$ cat src/rtl/broadcast_ctrl_pkg.sv
`default_nettype none
// ============================================================================
//  Module      : broadcast_ctrl_pkg
//  Description : Shared types and constants for the broadcast controller.
//                Holds the controller state encoding, the beat size and the
//                common width constants used by broadcast_unit users.
//  Revision    : 1.0 - initial release
// ============================================================================
package broadcast_ctrl_pkg;

    localparam int BEAT_BYTES     = 8;
    localparam int INT8_SIZE      = 8;
    localparam int MAX_ADDR_WIDTH = 32;

    typedef enum logic [2:0] {
        ST_IDLE   = 3'd0,
        ST_INIT   = 3'd1,
        ST_FILL   = 3'd2,
        ST_STREAM = 3'd3,
        ST_DRAIN  = 3'd4,
        ST_DONE   = 3'd5
    } bcast_ctrl_state_t;

endpackage
`default_nettype wire

$ cat src/rtl/broadcast_ctrl_credit_counter.sv
`default_nettype none
// ============================================================================
//  Module      : credit_counter
//  Description : Saturating up/down credit counter with reset/init value,
//                zero flag and full flag. Reusable by any stream producer.
//  Ports       : clk, rst    - clock, synchronous active-high reset
//                inc_i       - one credit returned
//                dec_i       - one credit consumed
//                count_o     - current credit count
//                zero_o      - no credits available
//                full_o      - count equals MAX
//  Revision    : 1.0 - initial release
// ============================================================================
module credit_counter #(
    parameter int WIDTH = 3,
    parameter int INIT  = 4,
    parameter int MAX   = 4
) (
    input  logic             clk,
    input  logic             rst,
    input  logic             inc_i,
    input  logic             dec_i,
    output logic [WIDTH-1:0] count_o,
    output logic             zero_o,
    output logic             full_o
);

    logic [WIDTH-1:0] count_d;
    logic [WIDTH-1:0] count_q;

    assign count_o = count_q;
    assign zero_o  = (count_q == '0);
    assign full_o  = (count_q == WIDTH'(MAX));

    // A consume and a return in the same cycle cancel out; returns beyond
    // MAX and consumes below zero are dropped.
    always_comb begin
        count_d = count_q;
        if (inc_i && dec_i) begin
            count_d = count_q;
        end else if (inc_i && !full_o) begin
            count_d = count_q + WIDTH'(1);
        end else if (dec_i && !zero_o) begin
            count_d = count_q - WIDTH'(1);
        end
    end

    always_ff @(posedge clk) begin
        if (rst) begin
            count_q <= WIDTH'(INIT);
        end else begin
            count_q <= count_d;
        end
    end

endmodule
`default_nettype wire

$ cat src/rtl/broadcast_ctrl.sv
`default_nettype none
// ============================================================================
//  Module      : broadcast_ctrl
//  Description : Sequences one broadcast_unit through an operand-broadcast
//                job: clear cache, fill it from SRAM in 8-byte beats, then
//                issue the requested number of output beats under downstream
//                credit control and wait for all of them to come back.
//  Ports       : start_i/base_addr_i/num_elem_i/num_beats_i - job request
//                sram_*      - SRAM read port (in-order responses)
//                bu_*_o      - broadcast_unit controls / cache write port
//                bu_valid_i  - broadcast_unit output valid
//                credit_ret_i- downstream freed one slot
//                busy_o, done_o, err_o - job status to the scheduler
//  Options     : BCAST_CTRL_PERF_EN adds perf_fill_cyc_o / perf_stall_cyc_o
//  Revision    : 1.0 - initial release
// ============================================================================
module broadcast_ctrl #(
    parameter int MAX_VECTOR_SIZE = 8,
    parameter int CACHE_DEPTH     = 512,
    parameter int MAX_ADDR_WIDTH  = 32,
    parameter int BEAT_CNT_WIDTH  = 16,
    parameter int CREDITS         = 4
) (
    input  logic                      clk,
    input  logic                      rst,
    input  logic                      start_i,
    input  logic [MAX_ADDR_WIDTH-1:0] base_addr_i,
    input  logic [31:0]               num_elem_i,
    input  logic [BEAT_CNT_WIDTH-1:0] num_beats_i,
    output logic                      sram_req_o,
    output logic [MAX_ADDR_WIDTH-1:0] sram_addr_o,
    input  logic                      sram_gnt_i,
    input  logic                      sram_rvalid_i,
    input  logic [63:0]               sram_rdata_i,
    output logic                      bu_init_o,
    output logic                      bu_valid_o,
    output logic [MAX_ADDR_WIDTH-1:0] bu_addr_o,
    output logic [63:0]               bu_data_o,
    output logic                      bu_en_o,
    output logic [31:0]               bu_nelem_o,
    input  logic                      bu_valid_i,
    input  logic                      credit_ret_i,
    output logic                      busy_o,
    output logic                      done_o,
    output logic                      err_o
`ifdef BCAST_CTRL_PERF_EN
    ,
    output logic [31:0]               perf_fill_cyc_o,
    output logic [31:0]               perf_stall_cyc_o
`endif
);

    import broadcast_ctrl_pkg::*;

    localparam int BEAT_SHIFT = $clog2(MAX_VECTOR_SIZE);
    localparam int FILL_CNT_W = $clog2(CACHE_DEPTH / MAX_VECTOR_SIZE) + 1;
    localparam int CRED_W     = $clog2(CREDITS + 1);

    bcast_ctrl_state_t state_d, state_q;

    logic [MAX_ADDR_WIDTH-1:0] base_d, base_q;
    logic [31:0]               nelem_d, nelem_q;
    logic [31:0]               bu_nelem_d, bu_nelem_q;
    logic [BEAT_CNT_WIDTH-1:0] beats_d, beats_q;
    logic                      err_d, err_q;
    logic [FILL_CNT_W-1:0]     req_cnt_d, req_cnt_q;
    logic [FILL_CNT_W-1:0]     rsp_cnt_d, rsp_cnt_q;
    logic [BEAT_CNT_WIDTH-1:0] issued_d, issued_q;
    logic [BEAT_CNT_WIDTH-1:0] received_d, received_q;

    logic [31:0]               w_fill_beats;
    logic                      w_req_more;
    logic                      w_rsp_more;
    logic                      w_issue_more;
    logic                      w_cred_zero;
    logic                      w_cred_full;
    logic [CRED_W-1:0]         w_cred_cnt;
    logic                      w_unused_cred;

    // ------------------------------------------------------------------
    // Downstream credits
    // ------------------------------------------------------------------
    credit_counter #(
        .WIDTH (CRED_W),
        .INIT  (CREDITS),
        .MAX   (CREDITS)
    ) u_credit_counter (
        .clk     (clk),
        .rst     (rst),
        .inc_i   (credit_ret_i),
        .dec_i   (bu_en_o),
        .count_o (w_cred_cnt),
        .zero_o  (w_cred_zero),
        .full_o  (w_cred_full)
    );

    assign w_unused_cred = ^{w_cred_cnt, w_cred_full};

    // ------------------------------------------------------------------
    // Datapath decode
    // ------------------------------------------------------------------
    assign w_fill_beats = (nelem_q + 32'(MAX_VECTOR_SIZE - 1)) >> BEAT_SHIFT;
    assign w_req_more   = (32'(req_cnt_q) < w_fill_beats);
    assign w_rsp_more   = (32'(rsp_cnt_q) < w_fill_beats);
    assign w_issue_more = (issued_q < beats_q);

    assign sram_req_o  = (state_q == ST_FILL) && w_req_more;
    assign sram_addr_o = sram_req_o
                       ? base_q + (MAX_ADDR_WIDTH'(req_cnt_q) << BEAT_SHIFT)
                       : '0;

    // SRAM read data is forwarded straight into the cache; responses that
    // arrive outside FILL (e.g. stragglers after a reset) are dropped here.
    assign bu_valid_o = (state_q == ST_FILL) && sram_rvalid_i && w_rsp_more;
    assign bu_data_o  = bu_valid_o ? sram_rdata_i : '0;
    assign bu_addr_o  = bu_valid_o ? (MAX_ADDR_WIDTH'(rsp_cnt_q) << BEAT_SHIFT) : '0;

    assign bu_en_o    = (state_q == ST_STREAM) && !w_cred_zero && w_issue_more;

    assign bu_init_o  = (state_q == ST_INIT);
    assign busy_o     = (state_q != ST_IDLE);
    assign done_o     = (state_q == ST_DONE);
    assign err_o      = (state_q == ST_DONE) && err_q;
    assign bu_nelem_o = bu_nelem_q;

    // ------------------------------------------------------------------
    // Sequencer
    // ------------------------------------------------------------------
    always_comb begin
        state_d    = state_q;
        base_d     = base_q;
        nelem_d    = nelem_q;
        bu_nelem_d = bu_nelem_q;
        beats_d    = beats_q;
        err_d      = err_q;
        req_cnt_d  = req_cnt_q;
        rsp_cnt_d  = rsp_cnt_q;
        issued_d   = issued_q;
        received_d = received_q;

        case (state_q)
            ST_IDLE: begin
                if (start_i) begin
                    base_d  = base_addr_i;
                    nelem_d = num_elem_i;
                    beats_d = num_beats_i;
                    if ((num_elem_i == 32'd0) || (num_elem_i > 32'(CACHE_DEPTH)) ||
                        (num_beats_i == '0)) begin
                        err_d   = 1'b1;
                        state_d = ST_DONE;
                    end else begin
                        err_d   = 1'b0;
                        state_d = ST_INIT;
                    end
                end
            end

            ST_INIT: begin
                // The unit only sees the new length once its cache is being
                // cleared, so a rejected job never disturbs its wrap point.
                bu_nelem_d = nelem_q;
                req_cnt_d  = '0;
                rsp_cnt_d  = '0;
                issued_d   = '0;
                received_d = '0;
                state_d    = ST_FILL;
            end

            ST_FILL: begin
                if (sram_req_o && sram_gnt_i) begin
                    req_cnt_d = req_cnt_q + FILL_CNT_W'(1);
                end
                if (bu_valid_o) begin
                    rsp_cnt_d = rsp_cnt_q + FILL_CNT_W'(1);
                    if ((32'(rsp_cnt_q) + 32'd1) == w_fill_beats) begin
                        state_d = ST_STREAM;
                    end
                end
            end

            ST_STREAM: begin
                // Unit outputs can already come back while still issuing.
                if (bu_valid_i) begin
                    received_d = received_q + BEAT_CNT_WIDTH'(1);
                end
                if (bu_en_o) begin
                    issued_d = issued_q + BEAT_CNT_WIDTH'(1);
                    if (issued_d == beats_q) begin
                        state_d = ST_DRAIN;
                    end
                end
            end

            ST_DRAIN: begin
                if (bu_valid_i) begin
                    received_d = received_q + BEAT_CNT_WIDTH'(1);
                end
                if (received_d == beats_q) begin
                    state_d = ST_DONE;
                end
            end

            ST_DONE: begin
                state_d = ST_IDLE;
            end

            default: begin
                state_d = ST_IDLE;
            end
        endcase
    end

    always_ff @(posedge clk) begin
        if (rst) begin
            state_q    <= ST_IDLE;
            base_q     <= '0;
            nelem_q    <= '0;
            bu_nelem_q <= '0;
            beats_q    <= '0;
            err_q      <= 1'b0;
            req_cnt_q  <= '0;
            rsp_cnt_q  <= '0;
            issued_q   <= '0;
            received_q <= '0;
        end else begin
            state_q    <= state_d;
            base_q     <= base_d;
            nelem_q    <= nelem_d;
            bu_nelem_q <= bu_nelem_d;
            beats_q    <= beats_d;
            err_q      <= err_d;
            req_cnt_q  <= req_cnt_d;
            rsp_cnt_q  <= rsp_cnt_d;
            issued_q   <= issued_d;
            received_q <= received_d;
        end
    end

`ifdef BCAST_CTRL_PERF_EN
    // ------------------------------------------------------------------
    // Performance counters: cleared at INIT, frozen once the job is over.
    // ------------------------------------------------------------------
    logic [31:0] perf_fill_d, perf_fill_q;
    logic [31:0] perf_stall_d, perf_stall_q;

    always_comb begin
        perf_fill_d  = perf_fill_q;
        perf_stall_d = perf_stall_q;
        if (state_q == ST_INIT) begin
            perf_fill_d  = '0;
            perf_stall_d = '0;
        end else begin
            if (state_q == ST_FILL) begin
                perf_fill_d = perf_fill_q + 32'd1;
            end
            if ((state_q == ST_STREAM) && w_issue_more && w_cred_zero) begin
                perf_stall_d = perf_stall_q + 32'd1;
            end
        end
    end

    always_ff @(posedge clk) begin
        if (rst) begin
            perf_fill_q  <= '0;
            perf_stall_q <= '0;
        end else begin
            perf_fill_q  <= perf_fill_d;
            perf_stall_q <= perf_stall_d;
        end
    end

    assign perf_fill_cyc_o  = perf_fill_q;
    assign perf_stall_cyc_o = perf_stall_q;
`endif

endmodule
`default_nettype wire

$ cat config.mk
export PLATFORM = sky130hd
export DESIGN_NAME = broadcast_ctrl
export DESIGN_NICKNAME = d
export VERILOG_FILES = /design/src/rtl/broadcast_ctrl_pkg.sv /design/src/rtl/broadcast_ctrl_credit_counter.sv /design/src/rtl/broadcast_ctrl.sv
export SDC_FILE = /design/constraint.sdc
export NUM_CORES = 1
export LEC_CHECK = 0
export ABC_AREA = 1
export BUFFER_PORTS_ARGS = -buffer_cell sky130_fd_sc_hd__buf_2
export CORE_MARGIN = 1
export CORE_UTILIZATION = 50
export DETAILED_ROUTE_END_ITERATION = 8
export GPL_TIMING_DRIVEN = 0
export PLACE_DENSITY = 0.77
export SKIP_LAST_GASP = 1
export SYNTH_ARGS = -nofsm -noshare
export SYNTH_HDL_FRONTEND = slang
export SYNTH_SLANG_ARGS = --single-unit
$ cat constraint.sdc
create_clock -name clk -period 7.9 [get_ports clk]
set_clock_uncertainty 0.2 [all_clocks]
set_input_delay 0.79 -clock clk [delete_from_list [all_inputs] [get_ports clk]]
set_output_delay 0.79 -clock clk [all_outputs]
set_load 0.005 [all_outputs]
; ---- Yosys cells after proc, flatten, opt, wreduce, memory -nomap -nowiden
; Cells that the tools add are included.
[classes]
n_addsub = 9
eq_ne = 16
n_lt_le_gt_ge = 4
n_mux = 23
bitwise_logic = 1
reduce_logical = 29
[op_table]
columns = op, count
row1 = 2-to-1 mux 64 bit, 1
row2 = < comparator 7 x 29 -> 1 bit, 2
row3 = 2-to-1 mux 16 bit, 3
row4 = case mux 16 bit (3 select lines), 1
row5 = adder 16 x 1 -> 16 bit (second input constant), 2
row6 = adder 32 x 10 -> 32 bit, 1
row7 = adder 32 x 3 -> 32 bit (second input constant), 1
row8 = == test 16 bit, 2
row9 = > comparator 32 x 10 -> 1 bit (second input constant), 1
row10 = zero test 32 bit, 1
row11 = 2-to-1 mux 32 bit, 1
row12 = case mux 16 bit (2 select lines), 1
row13 = == test 8 x 29 -> 1 bit, 1
row14 = case mux 7 bit (2 select lines), 2
row15 = 2-to-1 mux 3 bit, 9
row16 = zero test 16 bit, 1
row17 = < comparator 16 bit, 1
row18 = case mux 3 bit (5 select lines), 1
row19 = adder 7 x 1 -> 7 bit (second input constant), 2
row20 = 2-to-1 mux 7 bit, 2
row21 = logical AND 1 bit, 10
row22 = 2-to-1 mux 10 bit, 1
row23 = AND reduction 2 bit, 5
row24 = == test 3 bit (second input constant), 3
row25 = other kinds (15), 27
[totals]
regBits = 165
out_inout_bits = 167
in_bits = 151

; ---- Depth between registers and ports, before layout
[logic_depth]
word_depth = 7
mapped_depth = 23

; ---- By module
; Synthesis repeated with hierarchy kept, for this count alone.
[unflattened]
hier_cells = 1797
hier_area_um2 = 11076.9
[modules_own_cells]
columns = mod, instances, seq_area_each_um2, cells_per_inst, area_each_um2
row1 = broadcast_ctrl, 1, 3243.1, 1766, 10847.9
row2 = credit_counter, 1, 60.1, 31, 229.0

; ---- Least setup slack after synthesis
; Ideal clock, no wire load.
[synth_timing]
kind = register -> output
startpoint = register nelem_q[0]
endpoint = output bu_addr_o[3]
stages_incl_launch_ff = 20
t_arrival_ps = 2346
required_time_ps = 6910
slack_ps = 4564
path_buffers = 2
path_cell_list = dfxtp_1 > nor2_2 > nand2_2 > nand2_1 > nand2_1 > nand2_1 > ha_1 > a21oi_1 > nor2_1 > o21ai_0 > nand2_1 > nand3_1 > nand2_1 > nand2_1 > nand2_1 > nand2_1 > nand2_2 > buf_4 > buf_4 > nor2_1
[synth_between]
elab_chain_len = 4
[synth_rtl]
columns = item, line
row1 = start: declaration, broadcast_ctrl.sv:62  ; logic [31:0] nelem_d, nelem_q;
row2 = start signal: assignment, broadcast_ctrl.sv:228  ; nelem_q <= nelem_d;
row3 = adder 32 x 3 -> 32 bit, broadcast_ctrl.sv:102  ; assign w_fill_beats = (nelem_q + 32'(MAX_VECTOR_SIZE - 1)) >> BEAT_SHIFT;
row4 = < comparator 7 x 29 -> 1 bit, broadcast_ctrl.sv:104  ; assign w_rsp_more = (32'(rsp_cnt_q) < w_fill_beats);
row5 = logical AND 1 bit, broadcast_ctrl.sv:114  ; assign bu_valid_o = (state_q == ST_FILL) && sram_rvalid_i && w_rsp_more;
row6 = 2-to-1 mux 10 bit, broadcast_ctrl.sv:116  ; assign bu_addr_o = bu_valid_o ? (MAX_ADDR_WIDTH'(rsp_cnt_q) << BEAT_SHIFT) : '0;
row7 = end: declaration, broadcast_ctrl.sv:37  ; output logic [MAX_ADDR_WIDTH-1:0] bu_addr_o,
; Every way passes these cells.

; ---- Worst setup path after layout
[layout_timing]
startpoint = register nelem_q[2]
endpoint = output bu_data_o[61]
[layout_between]
elab_chain_len = 4
[layout_rtl]
columns = item, line
row1 = adder 32 x 3 -> 32 bit, broadcast_ctrl.sv:102
row2 = < comparator 7 x 29 -> 1 bit, broadcast_ctrl.sv:104
row3 = logical AND 1 bit, broadcast_ctrl.sv:114
row4 = 2-to-1 mux 64 bit, broadcast_ctrl.sv:115  ; assign bu_data_o = bu_valid_o ? sram_rdata_i : '0;
row5 = end: declaration, broadcast_ctrl.sv:38  ; output logic [63:0] bu_data_o,
; Every way passes these cells.

==> results.md <==
- Site Rows: 54
- EDFF count, synth: 0
- Floorplan die area: 23,100 um^2
- Sw Share: 0.447
- Final setup vio count: 0
- I/O pins: 318
- Vias after detailed routing: 13.1k
- Largest net degree at the start of global routing: 17
- FF+latch count, synth: 165
- CTS Sinks: 165
- Worst setup EP type: primary output
- Grt total ovfl: 0
- Synthesis-to-finish area growth: 22.1%
- Top cells by count, synth: 437 x nand2_1, 267 x inv_1, 209 x nor2_1
- Period utilization: 0.599
- Rel. slew slack: 0.384
- Worst Tran Pin Value: 0.917 ns
- Setup TNS: 0 ns
- Mapped Cells: about 1.8k
- Comb pwr share: 0.438
- Clock share of power: 0.221
- Top post-synthesis cells by area: dfxtp_1 29%, nand2_1 15%, a21oi_1 8.9%
- Critical Path Sink: bu_data_o[61]
- Placed insts: between 2k and 2.5k
- Critical path type: reg2out
- Outcome: finished with violations
- Num CTS Buffers: 17
- Hold Crit Class: reg2reg
- Max Clock Freq: 211 MHz
- Clk slew on worst S/H paths: roughly 0.080 ns
- Fill count: 2,183
- Root Driver: clkbuf_16
- Crit path max fanout: 10
- Die height: between 150 and 200 um
- R2r worst-path depth: 20
- Post-CTS resize count: 0
- Wire length per cell: 16.8 um
- Most frequent cell after synthesis: nand2_1
- Crit start category: register
- Reg power frac: 0.341
- Crit path launch: nelem_q[2]$_SDFFE_PP0P_
- HPWL Detailed: roughly 34 mm
- Synth top area share: 0.294
- Max rail drop VDD: 150 uV
- Nets: 2,349
- Leakage: roughly 0.0068 uW
- Cell Count, Final, Fillers Out: between 2k and 2.5k
- GRT Overall Usage: 0.350
- Maximum level of the CTS H-tree: 4
- CTS tree: yes
- RSZ-0062 raised after global routing: no
- Fraction of layout cells with a size suffix above 1: 0.190
- First-pass GRT wire length: around 63 mm
- Worst-Skew Late Latency: 0.44 ns
- Final slew viol count: 0
- Worst Path Required: 6.91 ns
- Synth Cell Area: 11,300 um^2
- Drt first pass iters: 7
- Vias per cell: between 5 and 6
- Reg2reg end: rsp_cnt_q[3]$_SDFFE_PP0P_
- RD Place Congestion: 0.947
- PwrDens: 273 nW/um^2
- Net Sw Power: 1680 uW
- Starting Density: 0.512
- Clk buf depth: 2
- Register-to-Register Setup Slack: 4.64 ns
- Vias in the first global route: 11.9k
- DRC: 55
- Max_cap viols: 0
- YS warnings: 0
- Final Hold Viols: 0
- Reg-to-Reg Start: nelem_q[2]$_SDFFE_PP0P_
- Port bufs: 291
- Final WL: just over 40 mm
- Post-synth ARST share: 0
- Initial antenna violation count: 11
- Main synth FF type: dfxtp_1
- Antenna viol nets, final: 0
- Post-synth top area cell: dfxtp_1
- Number of DRC markers in iteration 0: 986
- Final min period: 4.73 ns
- Arrival time worst endpoint: 3.74 ns
- Fin util: 0.625
- Core region area: about 22,000 um^2
- Sequential element share of the synthesized area: 0.294
- Internal power component: 2080 uW
- Avg Inst Size Synth: 6.16 um^2
- Synth cell types: 50
- Failing checks: design-rule violations
- Hold buffer count at cts: 0
- Die Wd: about 150 um
- # Post-CTS Setup Buffers: 0
==> registers in the layout (all words and copies together) (netlist names) <==
name,flops
base_q,32
bu_nelem_o,32
nelem_q,32
beats_q,16
issued_q,16
received_q,16
req_cnt_q,7
rsp_cnt_q,7
state_q,3
u_credit_counter.count_o,3
err_q,1
==> worst min path at each step <==
stage	startpoint	end	slack [ns]	cells after the start
after floorplan	base_q[3]$_SDFFE_PP0P_	base_q[3]$_SDFFE_PP0P_	0.23	2
after global placement	base_q[8]$_SDFFE_PP0P_	base_q[8]$_SDFFE_PP0P_	0.24	2
after detailed placement	base_q[0]$_SDFFE_PP0P_	base_q[0]$_SDFFE_PP0P_	0.25	2
after CTS	base_q[0]$_SDFFE_PP0P_	base_q[0]$_SDFFE_PP0P_	0.26	2
after global routing	base_q[3]$_SDFFE_PP0P_	base_q[3]$_SDFFE_PP0P_	0.28	2
final	base_q[0]$_SDFFE_PP0P_	base_q[0]$_SDFFE_PP0P_	0.25	2
==> through the flow <==
stage,setup WS [ns],hold slack [ns],area (um^2),power [uW]
2_1_floorplan,4.56,0.228,11300,2350
3_3_place_gp,3.73,0.241,13100,2880
3_5_place_dp,3.69,0.246,13100,2910
4_1_cts,3.21,0.256,13700,3730
5_1_grt,3.02,0.276,13700,4020
6_report,3.17,0.253,13700,3750
==> layout make-up <==
type | instances | area (um^2) | share of cell area
Clock buffer | 18 | 439 | 0.0320
Buffer | 84 | 457 | 0.0333
Sequential cell | 165 | 3300 | 0.241
Inverter | 270 | 1020 | 0.0740
Clock inverter | 13 | 124 | 0.00902
Antenna cell | 9 | 22.5 | 0.00164
Timing Repair Buffer | 291 | 1460 | 0.106
Multi-Input combinational cell | 1331 | 6570 | 0.478
Tap cell | 280 | 350 | 0.0255
==> routing by layer <==
layer / global-route usage / vias up / wire length (um)
met1: 0.395 / 5923 / 16300
met3: 0.0508 / 135 / 2520
met2: 0.623 / 519 / 20100
li1: - / 6490 / -
met5: 0 / - / 18
met4: 0.216 / 2 / 2490
==> cell families after synthesis <==
| family | after synthesis | synth area share |
|---|---|---|
| and+or+nand+nor | 877 | 0.336 |
| buffers and inverters | 354 | 0.131 |
| adders and majority gates | 38 | 0.0436 |
| xor gates and xnor gates | 26 | 0.0258 |
| AOI/OAI and AO/OA | 365 | 0.170 |
| DFF | 165 | 0.294 |
| other | 1 | 0.000333 |
==> worst max-delay path: stages (launching register included) <==
cell and delay (ns):
dfxtp_1 0.30, inv_1 0.15, nand2_2 0.19, nand2_1 0.31
nand2_1 0.12, nand2_1 0.17, ha_1 0.25, a21oi_1 0.20
nor2_1 0.06, o21ai_0 0.15, nand2_1 0.07, nand3_1 0.06
nand2_1 0.06, nand2_1 0.06, nand2_1 0.06, nand2_1 0.08
nand2_2 0.08, buf_4 0.21, buf_4 0.19, nor2_1 0.30
buf_2 0.20
==> power by group through the flow <==
| stage | clock network, uW | logic (uW) | registers (uW) |
|---|---|---|---|
| after floorplan | 0 | 1110 | 1240 |
| after global placement | 0 | 1590 | 1280 |
| after detailed placement | 0 | 1620 | 1290 |
| after CTS | 831 | 1630 | 1270 |
| after global routing | 867 | 1840 | 1310 |
| final | 830 | 1640 | 1280 |
==> placed cells by master, fill, tap and decap left out, types with 4 or more instances in the layout <==
cell type,count
dfxtp_1,165
or2_2,5
diode_2,9
conb_1,25
nand2_4,4
inv_6,4
clkinvlp_4,6
nor2_2,11
buf_2,293
ha_1,36
nand2_1,437
clkbuf_1,45
nor2_1,209
o21bai_1,4
clkbuf_16,17
inv_1,267
buf_4,33
a21oi_1,201
nor4_1,17
nor3_1,28
xnor3_1,4
nand3_1,116
a21oi_2,5
o21ai_0,137
nand3b_1,7
nand2_2,9
nand4_1,23
xor2_1,18
Power figures use the tool's default switching activity.
